==> config.mk <==
export PLATFORM = sky130hd
export DESIGN_NAME = spi_master_param
export DESIGN_NICKNAME = d
export VERILOG_FILES = /design/src/rtl/spi_master_param.sv
export SDC_FILE = /design/constraint.sdc
export NUM_CORES = 1
export LEC_CHECK = 0
export ABC_AREA = 1
export CAP_MARGIN = 20
export CORE_MARGIN = 8
export CORE_UTILIZATION = 45
export CTS_CLUSTER_SIZE = 28
export DETAILED_ROUTE_END_ITERATION = 10
export GPL_ROUTABILITY_DRIVEN = 0
export HOLD_SLACK_MARGIN = 0.12
export PLACE_DENSITY = 0.68
export SYNTH_ARGS = -nofsm -noshare
export SYNTH_HDL_FRONTEND = slang
export SYNTH_SLANG_ARGS = --single-unit
==> constraint.sdc <==
create_clock -name clk -period 1.7 [get_ports clk]
set_input_delay 0.34 -clock clk [delete_from_list [all_inputs] [get_ports clk]]
set_output_delay 0.34 -clock clk [all_outputs]
set_load 0.01 [all_outputs]
==> src/rtl/spi_master_param.sv <==
// Parametrised SPI master: one DATA_W-bit full-duplex word per request, CPOL/CPHA per transfer.
// Optional SPI_MASTER_LSB_FIRST_EN adds the lsbFirst input for LSB-first shifting.
module spi_master_param #(
  parameter int DATA_W  = 8,
  parameter int CLK_DIV = 4,
  parameter int NUM_CS  = 2,
  localparam int CS_W   = (NUM_CS > 1) ? $clog2(NUM_CS) : 1
) (
  input  logic              clk,
  input  logic              rst,
  input  logic              sendStart,
  input  logic [DATA_W-1:0] sendData,
  input  logic [CS_W-1:0]   csSel,
  input  logic              cpol,
  input  logic              cpha,
`ifdef SPI_MASTER_LSB_FIRST_EN
  input  logic              lsbFirst,
`endif
  output logic              busy,
  output logic              done,
  output logic [DATA_W-1:0] recvData,
  output logic              SPI_SCLK,
  output logic [NUM_CS-1:0] SPI_CS,
  output logic              SPI_MOSI,
  input  logic              SPI_MISO
);
  // state | meaning
  // IDLE  | CS high, SCLK follows cpol, waiting for sendStart
  // SETUP | CS low, first bit on MOSI (cpha=0), before the first SCLK edge
  // SHIFT | producing the 2*DATA_W SCLK edges
  // HOLD  | SCLK back at idle level, CS still low before release
  typedef enum logic [1:0] {IDLE, SETUP, SHIFT, HOLD} state_t;

  localparam int DIV_W  = $clog2(CLK_DIV);
  localparam int EDGE_W = $clog2(2 * DATA_W + 1);
  localparam logic [DIV_W-1:0]  DIV_RELOAD = DIV_W'(CLK_DIV - 1);
  localparam logic [EDGE_W-1:0] LAST_EDGE  = EDGE_W'(2 * DATA_W);
  localparam logic [CS_W:0]     NUM_CS_V   = (CS_W + 1)'(NUM_CS);
  localparam logic [NUM_CS-1:0] CS_ONE     = NUM_CS'(1);

  state_t              state_q, state_d;
  logic [DIV_W-1:0]    div_q, div_d;
  logic [EDGE_W-1:0]   edge_q, edge_d, edge_k;
  logic [DATA_W-1:0]   tx_q, tx_d, rx_q, rx_d, recv_q, recv_d;
  logic                cpol_q, cpol_d, cpha_q, cpha_d, lsb_q, lsb_d, lsb_in;
  logic                sclk_q, sclk_d, mosi_q, mosi_d, busy_q, busy_d, done_q, done_d;
  logic [NUM_CS-1:0]   cs_q, cs_d;

`ifdef SPI_MASTER_LSB_FIRST_EN
  assign lsb_in = lsbFirst;
`else
  assign lsb_in = 1'b0;
`endif

  always_comb begin
    state_d = state_q;
    div_d   = div_q;
    edge_d  = edge_q;
    tx_d    = tx_q;
    rx_d    = rx_q;
    recv_d  = recv_q;
    cpol_d  = cpol_q;
    cpha_d  = cpha_q;
    lsb_d   = lsb_q;
    sclk_d  = sclk_q;
    cs_d    = cs_q;
    mosi_d  = mosi_q;
    busy_d  = busy_q;
    done_d  = 1'b0;
    edge_k  = edge_q + EDGE_W'(1);
    case (state_q)
      IDLE: begin
        sclk_d = cpol;
        cs_d   = '1;
        busy_d = 1'b0;
        if (sendStart && ({1'b0, csSel} < NUM_CS_V)) begin
          state_d = SETUP;
          busy_d  = 1'b1;
          cs_d    = ~(CS_ONE << csSel);
          cpol_d  = cpol;
          cpha_d  = cpha;
          lsb_d   = lsb_in;
          div_d   = DIV_RELOAD;
          edge_d  = '0;
          rx_d    = '0;
          tx_d    = sendData;
          // cpha=0 slaves sample on the first edge, so the first bit goes out with CS
          if (!cpha) begin
            mosi_d = lsb_in ? sendData[0] : sendData[DATA_W-1];
            tx_d   = lsb_in ? (sendData >> 1) : (sendData << 1);
          end
        end
      end
      SETUP, SHIFT: begin
        if (div_q != '0) begin
          div_d = div_q - DIV_W'(1);
        end else begin
          div_d  = DIV_RELOAD;
          sclk_d = ~sclk_q;
          edge_d = edge_k;
          // odd edges are leading; sample on leading when cpha=0, trailing when cpha=1
          if (edge_k[0] != cpha_q) begin
            rx_d = lsb_q ? {SPI_MISO, rx_q[DATA_W-1:1]} : {rx_q[DATA_W-2:0], SPI_MISO};
          end else if (edge_k != LAST_EDGE) begin
            mosi_d = lsb_q ? tx_q[0] : tx_q[DATA_W-1];
            tx_d   = lsb_q ? (tx_q >> 1) : (tx_q << 1);
          end
          state_d = (edge_k == LAST_EDGE) ? HOLD : SHIFT;
        end
      end
      HOLD: begin
        sclk_d = cpol_q;
        if (div_q != '0) begin
          div_d = div_q - DIV_W'(1);
        end else begin
          state_d = IDLE;
          cs_d    = '1;
          busy_d  = 1'b0;
          done_d  = 1'b1;
          recv_d  = rx_q;
        end
      end
      default: state_d = IDLE;
    endcase
  end

  always_ff @(posedge clk) begin
    if (rst) begin
      state_q <= IDLE;
      div_q   <= '0;
      edge_q  <= '0;
      tx_q    <= '0;
      rx_q    <= '0;
      recv_q  <= '0;
      cpol_q  <= 1'b0;
      cpha_q  <= 1'b0;
      lsb_q   <= 1'b0;
      sclk_q  <= 1'b0;
      cs_q    <= '1;
      mosi_q  <= 1'b0;
      busy_q  <= 1'b0;
      done_q  <= 1'b0;
    end else begin
      state_q <= state_d;
      div_q   <= div_d;
      edge_q  <= edge_d;
      tx_q    <= tx_d;
      rx_q    <= rx_d;
      recv_q  <= recv_d;
      cpol_q  <= cpol_d;
      cpha_q  <= cpha_d;
      lsb_q   <= lsb_d;
      sclk_q  <= sclk_d;
      cs_q    <= cs_d;
      mosi_q  <= mosi_d;
      busy_q  <= busy_d;
      done_q  <= done_d;
    end
  end

  assign busy     = busy_q;
  assign done     = done_q;
  assign recvData = recv_q;
  assign SPI_SCLK = sclk_q;
  assign SPI_CS   = cs_q;
  assign SPI_MOSI = mosi_q;
endmodule

==> results.toml, run 1 <==
[run_status]
outcome = "finished clean"

[timing]
finalSetupTns_ns = 0
slew_headroom_pct = 63.22
hold_ws_ns = 0.4552
finalWorstSetupSlack_ns = 0.1419
drv_slew = 0
fin_crit_ns = 1.558
finalHoldViolCount = 0
period_share_pct = 91.66
finalClockSkew_ns = 0.007911
max_freq_ghz = 0.6418
setup_viol = 0
worstMarginPinSlew_ns = 0.5496

[setup_path]
slowest_stage = "clkdlybuf4s50_1"
path_cells = "clkdlybuf4s50_1"
cpPeakStageDelay_ns = 0.56
start_kind = "register"
path_delay_family = "buffers and inverters"
crit_buf_inv = 1
critPathArrivalTime_ns = 1.22
critPathCaptureType = "output pin"
crit_required_ns = 1.36
path_class = "register to output pin"
critPathMaxFanout = 2

[routing]
viasPerCell = 4.863
drc = 0
vias = 1843
wl_per_cell_um = 11.68
ant_nets = 0
drtPass1Iterations = 4
drtIter0Drc = 60
drt_wl_total_um = 4425

[synthesis]
synth-seq-cells = 41
syn_area_per_cell_um2 = 6.930
synth_cell_types = 25
synthArstFlopShare_pct = 0
postSynthCellCount = 286
synth_edf_count = 0
syn_nets = 306
synth_warnings = 0
ys.flop_type = "dfxtp_1"
netlist_area_mm2 = 0.001982
seq_area_frac_synth_pct = 41.41

[final_layout]
layout-drive-gt1-share_pct = 11.31
seqCellArea_um2 = 822.0
final_common_cell = "nand2_1"
final_cell_area_mm2 = 0.002542
fin_cells = 379
mostFrequentLayoutCells = "nand2_1, dfxtp_1, inv_1"
num-fill-cells = 391
finalCoreUtilization_pct = 59.21
antenna_cells = 0
layout.nets = 346
multi_input_area_um2 = 953.4
syn2layout_area_growth_pct = 28.28

[die]
start_util_pct = 46.15
boundaryPins = 29
dieArea_mm2 = 0.006784
die_x_um = 82.37
rows = 24
core_mm2 = 0.004294
die_h_um = 82.37

[clocking]
clk_pin_slew_ns = 0.08
cts_buffers = 5
post_cts_buffers = 0
cts_tree = "yes"
clk_path_buf_depth = 2
cts-root-buf = "clkbuf_8"
cts-htree-levels = 2
clock-sinks = 41
insertion_delay_ns = 0.30

[power_and_ir_drop]
leakage_nw = 1.137
powerDensity_mw_per_mm2 = 1678
power.total_mw = 4.267
ir_worst_vdd_mv = 0.9997

[hold_path]
hp-class = "register to register"

[placement]
place_inst = 371
dpl_worst_slack_ns = -0.01656
numPortBuffers = 28
dpl.hpwl_um = 3232
dpl-instance-area_mm2 = 0.002404

[global_route]
grt_pass1_vias = 1778
grt_max_degree = 17
grt_use_total_pct = 14.39
grt_pass1_wl_um = 7686
antenna_found_initial = 0
overflow = 0

[job]
maxCapViolations = 0
[synthesized netlist by cell type, drive strengths merged, types with 3 or more instances]
library cell	n	area, µm²
inv	36	135.1
dfxtp	41	820.8
a22o	8	70.07
clkbuf	3	11.26
ha	5	62.56
clkinv	9	33.78
nand3	10	62.56
a21oi	17	85.08
nand2	87	334.1
nor2	21	83.83
buf	8	45.04
o21ai	22	110.1
nand4	10	62.56
[worst paths after layout]
check                                 from  cells past startpoint                   end  slack, ns
setup / recovery  recvData[5]$_SDFFE_PP0P_                      1           recvData[5]       0.14
hold reg to reg          busy$_SDFFE_PP0P_                      2     busy$_SDFFE_PP0P_       0.46
setup reg to reg   state_q[0]$_SDFFE_PP0P_                      9  tx_q[0]$_SDFFE_PP0P_       0.16
hold / removal           busy$_SDFFE_PP0P_                      2     busy$_SDFFE_PP0P_       0.46
[what timing repair did]
item                                    in CTS  in global routing
hold buffers                                 0                  0
endpoints found under the hold margin        0                  0
resized for setup                            1                  3
endpoints found under the setup margin      11                 17
[flip-flops by register name, indices dropped and copies added (netlist names)]
register	flops
edge_q	5
recvData	8
SPI_MOSI	1
SPI_CS	2
busy	1
tx_q	8
SPI_SCLK	1
state_q	2
div_q	2
cpol_q	1
rx_q	8
done	1
cpha_q	1
[cell type report]
class                      count  share of cell area (%)
multi-input combinational    189                   37.50
sequential                    41                   32.33
timing repair buffer          44                   16.24
inverter                      45                   6.644
clock buffer                   6                   3.248
clock inverter                 2                   1.476
tap                           52                   2.559
[worst min-delay path, cell delays in order (launching register included)]
cell,delay (ns)
dfxtp_1,0.31
nand2_1,0.06
a21oi_1,0.05
[power by group]
| group | switching (mW) | internal [mW] |
|---|---|---|
| registers | 0.0729 | 1.15 |
| clock network | 0.346 | 0.477 |
| logic | 1.29 | 0.930 |
[logic make-up after synthesis]
group                      share of synthesized area (%)
xor gates and xnor gates                          0.4420
DFF                                                41.41
AOI/OAI and AO/OA                                  15.40
adders and majority gates                          3.157
buffers and inverters                              11.36
and+or+nand+nor                                    28.22
[metal layers]
layer | routed length, µm | track usage, % | vias up
met4 | 57 | 4.737 | 0
met5 | 0 | 0 | -
met2 | 2082 | 23.81 | 37
li1 | - | - | 985
met1 | 2048 | 16.98 | 816
met3 | 236 | 4.978 | 5
Note: power is estimated with default switching activity, not from simulation.
==> run 2: changes to the inputs <==
--- a/config.mk
+++ b/config.mk
@@ -7,13 +7,15 @@
 export LEC_CHECK = 0
 export ABC_AREA = 1
 export CAP_MARGIN = 20
+export CORE_ASPECT_RATIO = 2
 export CORE_MARGIN = 8
-export CORE_UTILIZATION = 45
+export CORE_UTILIZATION = 53
 export CTS_CLUSTER_SIZE = 28
 export DETAILED_ROUTE_END_ITERATION = 10
 export GPL_ROUTABILITY_DRIVEN = 0
 export HOLD_SLACK_MARGIN = 0.12
-export PLACE_DENSITY = 0.68
+export PLACE_DENSITY = 0.78
+export REMOVE_ABC_BUFFERS = 1
 export SYNTH_ARGS = -nofsm -noshare
 export SYNTH_HDL_FRONTEND = slang
 export SYNTH_SLANG_ARGS = --single-unit
==> run 2 against run 1 <==
Effect of this change:
- design area rose by 1.5%
- maximum frequency fell by 4.7%
- critical path depth rose by 10
- sequential cell count did not move
- die area fell by 11%
- clock power fell by 4.0%
- critical path type is now register to register
- sequential power barely moved
- first-iteration DRC count fell by 22%
==> results.toml, run 2 (synthesis results as in run 1) <==
[timing]
finalWorstSetupSlack_ns = 0.06560
period_share_pct = 96.14
fin_crit_ns = 1.634
finalHoldViolCount = 0
worstMarginPinSlew_ns = 0.3477
setup_viol = 0
max_freq_ghz = 0.6118
slew_headroom_pct = 76.80
hold_ws_ns = 0.4634
drv_slew = 0
finalClockSkew_ns = 0.009830

[clocking]
cts_tree = "yes"
clock-sinks = 41
cts_buffers = 5
insertion_delay_ns = 0.30
cts_hold_buf = 0
clk_path_buf_depth = 2
cts-htree-levels = 2
clk_pin_slew_ns = 0.08
cts-root-buf = "clkbuf_8"

[routing]
wl_per_cell_um = 12.29
viasPerCell = 5.032
drtPass1Iterations = 4
drt_wl_total_um = 4669
vias = 1912
drtIter0Drc = 47
drc = 0
ant_nets = 0

[final_layout]
antenna_cells = 0
syn2layout_area_growth_pct = 30.18
layout.nets = 350
layout-drive-gt1-share_pct = 12.69
final_cell_area_mm2 = 0.002580
seqCellArea_um2 = 822.0
num-fill-cells = 318
finalCoreUtilization_pct = 71.52
fin_cells = 380
mostFrequentLayoutCells = "nand2_1, dfxtp_1, inv_1"
multi_input_area_um2 = 957.2
final_common_cell = "nand2_1"

[placement]
dpl.hpwl_um = 3388
place_inst = 371
dpl-instance-area_mm2 = 0.002435
numPortBuffers = 28
dpl_worst_slack_ns = -0.01401

[global_route]
grt_max_degree = 18
grt_pass1_wl_um = 8135
antenna_found_initial = 0
grt_use_total_pct = 17.09
grt_pass1_vias = 1912
overflow = 0

[run_status]
outcome = "finished clean"

[power_and_ir_drop]
leakage_nw = 1.160
powerDensity_mw_per_mm2 = 1686
ir_worst_vdd_mv = 1.321

[die]
rows = 31
die_h_um = 102.5
start_util_pct = 54.94
boundaryPins = 29
core_mm2 = 0.003607
dieArea_mm2 = 0.006071
die_x_um = 59.24

[setup_path]
critPathArrivalTime_ns = 1.86
crit_required_ns = 1.93
path_class = "register to register"
critPathCaptureType = "register"
start_kind = "register"
ff2ff_setup_slack_ns = 0.07
critPathMaxFanout = 8

[job]
maxCapViolations = 0

[hold_path]
hp-class = "register to register"
[run 2: changes by cell type in the layout (fill, tap and decap cells not counted)]
cell and delta:
buf_12 +1, clkinv_4 +1, a21oi_1 -1, a21oi_2 +1, buf_4 +3, clkbuf_8 -1
[run 2: metal layers]
layer	GRT usage (%)	wire, µm	up-vias	part of all wire, %
met5	0	0	-	0
met4	8.349	161	0	3.4
met3	4.540	190	17	4.1
met2	31.97	2504	49	54
met1	16.14	1812	848	39
li1	-	-	998	-
[run 2: repair_timing]
item	CTS	global route
endpoints found under the setup margin	2	16
endpoints found under the hold margin	0	0
resized for setup	1	3
setup buffers	0	1
pin swaps	0	0
[run 2: path summary, 6_finish.rpt]
check	end	startpoint	depth (start not counted)
worst max-delay path	rx_q[2]$_SDFFE_PP0P_	state_q[1]$_SDFFE_PP0P_	11
worst min-delay path	edge_q[4]$_SDFFE_PP0P_	edge_q[4]$_SDFFE_PP0P_	2
worst max register to register	rx_q[2]$_SDFFE_PP0P_	state_q[1]$_SDFFE_PP0P_	11
worst min register to register	edge_q[4]$_SDFFE_PP0P_	edge_q[4]$_SDFFE_PP0P_	2
[run 2: cell type report]
type | instances | share of cell area, %
well taps | 49 | 2.376
flip-flops and latches | 41 | 31.86
repair buffers | 48 | 17.65
clock inverters | 3 | 1.794
inverters | 45 | 6.547
clock buffers | 5 | 2.667
multi-input cells | 189 | 37.10
[run 2: power breakdown]
| group | switching (mW) | total [mW] | internal, mW |
|---|---|---|---|
| combinational | 1.33 | 2.33 | 1.01 |
| sequential | 0.0812 | 1.23 | 1.15 |
| clock | 0.351 | 0.790 | 0.439 |
| total | 1.76 | 4.35 | 2.59 |
[run 2: per-stage QoR]
stage,total power [mW],TNS [ns]
CTS,4.344,0
floorplan,2.652,-1.170
global placement,3.461,0
finish,4.350,0
detailed placement,3.501,-0.02630
global route,4.730,-0.01604
[run 2: worst max-delay path, cell delays in order, from the launching register on]
cell and delay, ns:
dfxtp_1 0.35, inv_1 0.07, ha_4 0.29, buf_4 0.14
nand2_1 0.07, inv_1 0.06, nand2_1 0.09, inv_2 0.07
nand2_1 0.06, inv_2 0.12, nand2_1 0.10, a21oi_2 0.15
